**src/rtl/fpaddsub_pkg.sv**
```systemverilog
// Shared widths, pass limit and FSM state type for the shared alignment shifter.
package fpaddsub_pkg;

  localparam int unsigned MW       = 32;
  localparam int unsigned EW       = 8;
  localparam int unsigned MAX_PASS = 31;

  typedef enum logic [1:0] {
    IDLE,
    SHIFT,
    DONE
  } state_e;

endpackage

```
**src/rtl/fpaddsub_align_arbiter_if.sv**
```systemverilog
// Request lanes and result port of the shared alignment shifter.
interface fpaddsub_align_arbiter_if;
  import fpaddsub_pkg::*;

  logic          req0_valid;
  logic          req0_ready;
  logic [MW-1:0] req0_mant;
  logic [EW-1:0] req0_shift;

  logic          req1_valid;
  logic          req1_ready;
  logic [MW-1:0] req1_mant;
  logic [EW-1:0] req1_shift;

  logic          out_valid;
  logic          out_ready;
  logic [MW-1:0] out_mant;
  logic          out_sticky;
  logic          out_id;

  modport master (
    output req0_valid, req0_mant, req0_shift,
    input  req0_ready,
    output req1_valid, req1_mant, req1_shift,
    input  req1_ready,
    input  out_valid, out_mant, out_sticky, out_id,
    output out_ready
  );

  modport slave (
    input  req0_valid, req0_mant, req0_shift,
    output req0_ready,
    input  req1_valid, req1_mant, req1_shift,
    output req1_ready,
    output out_valid, out_mant, out_sticky, out_id,
    input  out_ready
  );

endinterface

```
**src/rtl/fpaddsub_align_stage.sv**
```systemverilog
// One combinational alignment pass: logical right shift by 0..31 with a sticky OR of lost bits.
module fpaddsub_align_stage
  import fpaddsub_pkg::*;
(
  input  logic [MW-1:0] mant,
  input  logic [4:0]    amt,
  output logic [MW-1:0] shifted,
  output logic          sticky
);

  // Lower half of the extended word collects every bit shifted out past bit 0.
  logic [2*MW-1:0] ext;
  logic [2*MW-1:0] step16;
  logic [2*MW-1:0] coarse;
  logic [2*MW-1:0] fine;

  assign ext    = {mant, {MW{1'b0}}};
  assign step16 = amt[4] ? (ext >> 16) : ext;

  always_comb begin
    coarse = step16;
    unique case (amt[3:2])
      2'd0: coarse = step16;
      2'd1: coarse = step16 >> 4;
      2'd2: coarse = step16 >> 8;
      2'd3: coarse = step16 >> 12;
    endcase
  end

  always_comb begin
    fine = coarse;
    unique case (amt[1:0])
      2'd0: fine = coarse;
      2'd1: fine = coarse >> 1;
      2'd2: fine = coarse >> 2;
      2'd3: fine = coarse >> 3;
    endcase
  end

  assign shifted = fine[2*MW-1:MW];
  assign sticky  = |fine[MW-1:0];

endmodule

```
**src/rtl/fpaddsub_align_arbiter.sv**
```systemverilog
// Round-robin arbiter sharing one iterative mantissa alignment shifter between two add/sub lanes.
module fpaddsub_align_arbiter
  import fpaddsub_pkg::*;
(
  input  logic                     clk,
  input  logic                     rst,
  fpaddsub_align_arbiter_if.slave  bus
);

  state_e        state_q, state_d;
  logic          ptr_q, ptr_d;
  logic          id_q, id_d;
  logic          sticky_q, sticky_d;
  logic [MW-1:0] mant_q, mant_d;
  logic [EW-1:0] rem_q, rem_d;

  logic          grant0, grant1;
  logic [4:0]    pass_amt;
  logic [MW-1:0] stage_mant;
  logic          stage_sticky;

  assign pass_amt = (rem_q > EW'(MAX_PASS)) ? 5'(MAX_PASS) : rem_q[4:0];

  fpaddsub_align_stage u_stage (
    .mant    (mant_q),
    .amt     (pass_amt),
    .shifted (stage_mant),
    .sticky  (stage_sticky)
  );

  // Lane ptr has priority; a lone valid lane wins regardless of ptr.
  always_comb begin
    grant0 = 1'b0;
    grant1 = 1'b0;
    if (!rst && state_q == IDLE) begin
      if (bus.req0_valid && (!ptr_q || !bus.req1_valid)) begin
        grant0 = 1'b1;
      end else if (bus.req1_valid) begin
        grant1 = 1'b1;
      end
    end
  end

  assign bus.req0_ready = grant0;
  assign bus.req1_ready = grant1;

  always_comb begin
    state_d  = state_q;
    ptr_d    = ptr_q;
    id_d     = id_q;
    sticky_d = sticky_q;
    mant_d   = mant_q;
    rem_d    = rem_q;
    unique case (state_q)
      IDLE: begin
        if (grant0 || grant1) begin
          id_d     = grant1;
          ptr_d    = ~grant1;
          mant_d   = grant1 ? bus.req1_mant : bus.req0_mant;
          rem_d    = grant1 ? bus.req1_shift : bus.req0_shift;
          sticky_d = 1'b0;
          state_d  = (rem_d == '0) ? DONE : SHIFT;
        end
      end
      SHIFT: begin
        if (mant_q == '0) begin
          // Nothing left to shift out; skip the remaining passes.
          rem_d   = '0;
          state_d = DONE;
        end else begin
          mant_d   = stage_mant;
          sticky_d = sticky_q | stage_sticky;
          rem_d    = rem_q - EW'(pass_amt);
          if (rem_q == EW'(pass_amt)) begin
            state_d = DONE;
          end
        end
      end
      DONE: begin
        if (bus.out_ready) begin
          state_d = IDLE;
        end
      end
      default: state_d = IDLE;
    endcase
  end

  always_ff @(posedge clk) begin
    if (rst) begin
      state_q  <= IDLE;
      ptr_q    <= 1'b0;
      id_q     <= 1'b0;
      sticky_q <= 1'b0;
      mant_q   <= '0;
      rem_q    <= '0;
    end else begin
      state_q  <= state_d;
      ptr_q    <= ptr_d;
      id_q     <= id_d;
      sticky_q <= sticky_d;
      mant_q   <= mant_d;
      rem_q    <= rem_d;
    end
  end

  assign bus.out_valid  = (state_q == DONE);
  assign bus.out_mant   = mant_q;
  assign bus.out_sticky = sticky_q;
  assign bus.out_id     = id_q;

endmodule

```
**src/flat_wrapper.sv**
```systemverilog
// flat-port wrapper written by rule: the top's interface ports become plain ports
module fpaddsub_align_arbiter_flat import fpaddsub_pkg::*;
  (clk, rst, bus_req0_valid, bus_req0_mant, bus_req0_shift, bus_req0_ready, bus_req1_valid, bus_req1_mant, bus_req1_shift, bus_req1_ready, bus_out_valid, bus_out_mant, bus_out_sticky, bus_out_id, bus_out_ready);
  fpaddsub_align_arbiter_if bus_i ();
  input  logic clk;
  input  logic rst;
  input wire logic [$bits(bus_i.req0_valid)-1:0] bus_req0_valid;
  input wire logic [$bits(bus_i.req0_mant)-1:0] bus_req0_mant;
  input wire logic [$bits(bus_i.req0_shift)-1:0] bus_req0_shift;
  output wire logic [$bits(bus_i.req0_ready)-1:0] bus_req0_ready;
  input wire logic [$bits(bus_i.req1_valid)-1:0] bus_req1_valid;
  input wire logic [$bits(bus_i.req1_mant)-1:0] bus_req1_mant;
  input wire logic [$bits(bus_i.req1_shift)-1:0] bus_req1_shift;
  output wire logic [$bits(bus_i.req1_ready)-1:0] bus_req1_ready;
  output wire logic [$bits(bus_i.out_valid)-1:0] bus_out_valid;
  output wire logic [$bits(bus_i.out_mant)-1:0] bus_out_mant;
  output wire logic [$bits(bus_i.out_sticky)-1:0] bus_out_sticky;
  output wire logic [$bits(bus_i.out_id)-1:0] bus_out_id;
  input wire logic [$bits(bus_i.out_ready)-1:0] bus_out_ready;
  assign bus_i.req0_valid = bus_req0_valid;
  assign bus_i.req0_mant = bus_req0_mant;
  assign bus_i.req0_shift = bus_req0_shift;
  assign bus_req0_ready = bus_i.req0_ready;
  assign bus_i.req1_valid = bus_req1_valid;
  assign bus_i.req1_mant = bus_req1_mant;
  assign bus_i.req1_shift = bus_req1_shift;
  assign bus_req1_ready = bus_i.req1_ready;
  assign bus_out_valid = bus_i.out_valid;
  assign bus_out_mant = bus_i.out_mant;
  assign bus_out_sticky = bus_i.out_sticky;
  assign bus_out_id = bus_i.out_id;
  assign bus_i.out_ready = bus_out_ready;
  fpaddsub_align_arbiter u_core (.clk(clk), .rst(rst), .bus(bus_i));
endmodule
```
**config.mk**
```make
export PLATFORM = sky130hd
export DESIGN_NAME = fpaddsub_align_arbiter_flat
export DESIGN_NICKNAME = d
export VERILOG_FILES = /design/src/rtl/fpaddsub_pkg.sv /design/src/rtl/fpaddsub_align_arbiter_if.sv /design/src/rtl/fpaddsub_align_stage.sv /design/src/rtl/fpaddsub_align_arbiter.sv /design/src/flat_wrapper.sv
export SDC_FILE = /design/constraint.sdc
export NUM_CORES = 1
export LEC_CHECK = 0
export BUFFER_PORTS_ARGS = -buffer_cell sky130_fd_sc_hd__clkbuf_2
export CAP_MARGIN = 20
export CORE_MARGIN = 2
export CORE_UTILIZATION = 61
export CTS_BUF_LIST = sky130_fd_sc_hd__clkbuf_4
export DETAILED_ROUTE_END_ITERATION = 12
export PLACE_DENSITY = 0.94
export SKIP_CTS_REPAIR_TIMING = 1
export SYNTH_ARGS = -nofsm -noshare
export SYNTH_HDL_FRONTEND = slang
export SYNTH_HIERARCHICAL = 1
export SYNTH_SLANG_ARGS = --single-unit
export TNS_END_PERCENT = 1
```
**constraint.sdc**
```tcl
create_clock -name clk -period 7.4 [get_ports clk]
set_input_delay 1.48 -clock clk [delete_from_list [all_inputs] [get_ports clk]]
set_output_delay 1.48 -clock clk [all_outputs]
set_load 0.02 [all_outputs]
```
==> impl_metrics.py <==
metrics = {
    "drt": {
        "wl_per_cell_um": 20.08,
        "ant_nets": 0,
        "vias": 6068,
        "vias_per_cell": 6.959,
        "dr.pass1.iters": 8,
        "drt_iter0_drc": 798,
        "drc": 0,
        "drt_wl_total_um": 17510,
    },
    "logic_synthesis": {
        "syn_avg_cell_area_um2": 7.722,
        "yosysWarnings": 6,
        "synth_flop_cell": "dfxtp_1",
        "syn_nets": 780,
        "synth-async-reset-ratio_pct": 0,
        "synth.cell_area_mm2": 0.005351,
        "syn_inst": 693,
        "synthTopCellsByArea": "dfxtp_1, mux2i_1, mux2_2",
        "yosysSeqAreaShare_pct": 16.83,
        "synth_top_area_share_pct": 16.83,
        "yosysTopAreaCell": "dfxtp_1",
        "synth_edf_count": 0,
        "ys_ff_latch": 45,
        "synthDistinctLibCells": 75,
    },
    "layout": {
        "final_util_pct": 68.61,
        "final_common_cell": "clkbuf_2",
        "most-common-layout-cells": "clkbuf_2, mux2i_1, nor2_1, a21oi_1, nand2_1",
        "synthToLayoutAreaGrowth_pct": 10.17,
        "final_area_mm2": 0.005896,
        "final_nets": 850,
        "antennaDiodeCount": 0,
        "drive_gt1_share_pct": 25.79,
    },
    "placed_design": {
        "io_buffers": 121,
        "dpl-instance-area_mm2": 0.005817,
        "place_congestion": 1.029,
        "dp_hpwl_um": 12340,
    },
    "clock_tree": {
        "cts_made_buffers": 5,
        "h-tree-depth": 2,
        "clk_latency_ns": 0.36,
        "cts_num_sinks": 45,
        "cts_tree": "done",
        "root_buffer": "clkbuf_4",
        "cts_buffer_depth": 2,
        "clk_pin_slew_ns": 0.15,
    },
    "timing": {
        "worst_pin_slew_ns": 0.9844,
        "drv_slew": 0,
        "rsz0062_at_grt": "no",
        "min_period_ns": 5.012,
        "clock-skew-final_ns": 0.01550,
        "final-hold-violation-count": 0,
        "max_freq_mhz": 199.5,
        "setup_viol": 0,
        "setup-tns-final_ns": 0,
        "period_share_pct": 67.73,
        "relSlewSlack_pct": 34.37,
    },
    "floorplanning": {
        "floorplan.initialDensity_pct": 62.27,
        "die-area_mm2": 0.009538,
        "die_h_um": 97.67,
        "rows": 34,
        "die_w_um": 97.67,
        "num_io_pins": 122,
        "core_mm2": 0.008593,
    },
    "worst_setup_path": {
        "path_class": "input pin to primary output",
        "endpoint_kind": "primary output",
        "arrival_ns": 3.53,
        "crit_fanout": 47,
        "cp.required_ns": 5.92,
        "worstSetupStartpointType": "input pin",
    },
    "flow_run": {
        "maxCapViolCount": 0,
    },
    "outcome": {
        "status": "complete, no violations",
    },
    "global_route": {
        "grt-ovfl-total": 0,
        "grt_pass1_vias": 5612,
        "track_usage_pct": 35.35,
        "grt_start_max_net_pins": 86,
        "grt_antenna_before_repair": 0,
        "grt_pass1_wl_um": 28010,
    },
    "worst_hold_path": {
        "hold_path.class": "flop to flop",
    },
}
routing by layer:
| metal | track usage, % | up-vias | part of all wire, % | wire (um) |
|---|---|---|---|---|
| met4 | 14.64 | 0 | 3.3 | 583 |
| met5 | 0 | - | 0 | 0 |
| li1 | - | 2789 | - | - |
| met1 | 45.33 | 2814 | 39 | 6754 |
| met3 | 5.827 | 73 | 11 | 1880 |
| met2 | 58.89 | 392 | 47 | 8296 |
flip-flops by register name, summed over array words and instances, names as in the netlist:
name                   count
u_core/ptr_q               1
u_core/rem_q               8
u_core/bus.out_mant       32
u_core/bus.out_sticky      1
u_core/bus.out_id          1
u_core/state_q             2
cells by family (layout without fill, tap and decap cells):
group / count (synthesis) / count (layout) / synth area share, %
AND/OR/NAND/NOR: 240 / 240 / 22.03
AO/OA/AOI/OAI: 209 / 209 / 27.73
adder cells (fa/ha/maj): 2 / 2 / 0.4675
flip-flops: 45 / 45 / 16.83
XOR/XNOR: 3 / 3 / 0.4911
buffers and inverters: 76 / 147 / 7.412
multiplexers: 118 / 118 / 25.04
critical path: stages:
cell and delay (ns):
clkbuf_2 0.52, nor3_4 0.48, nand3_4 0.65, inv_1 0.19, clkbuf_2 0.19
cell usage after synthesis, types with 9 or more instances:
library cell  count
a21oi_1          59
nand3_1          46
nand2_1          47
inv_1             9
a221o_1          33
nor2_1           71
buf_2            23
mux2i_1          75
clkbuf_1         24
mux2_2           30
nor3_1           12
nor2b_1          10
nand2b_1         18
nor4_1           12
o21ai_0          25
a211oi_1         12
dfxtp_1          45
metrics by stage:
| stage | hold slack (ns) | instances | setup WS (ns) |
|---|---|---|---|
| 2_1_floorplan | 0.4828 | 693 | 3.784 |
| 3_3_place_gp | 0.4559 | 864 | 2.484 |
| 4_1_cts | 0.5041 | 872 | 2.392 |
| 6_report | 0.5062 | 872 | 2.388 |
| 5_1_grt | 0.5291 | 872 | 2.217 |
| 3_5_place_dp | 0.4766 | 864 | 2.392 |
cell type report:
cell class	count	area, um2
inverter	10	37.54
tap	108	135.1
multi-input combinational	572	4078
clock inverter	3	41.29
sequential	45	900.9
clock buffer	5	37.54
fill	742	2698
timing repair buffer	129	665.6
final timing paths:
path | from | end | slack (ns) | cells past startpoint
max reg2reg | u_core/rem_q[5] | u_core/bus.out_mant[0] | 3.48 | 12
max | rst | bus_req1_ready | 2.39 | 5
min reg2reg | u_core/bus.out_id | u_core/bus.out_id | 0.51 | 2
min | u_core/bus.out_id | u_core/bus.out_id | 0.51 | 2
Power is left out: the tool's default activity adds up to more than one toggle a clock period on the data nets, which glitch-free logic cannot reach.
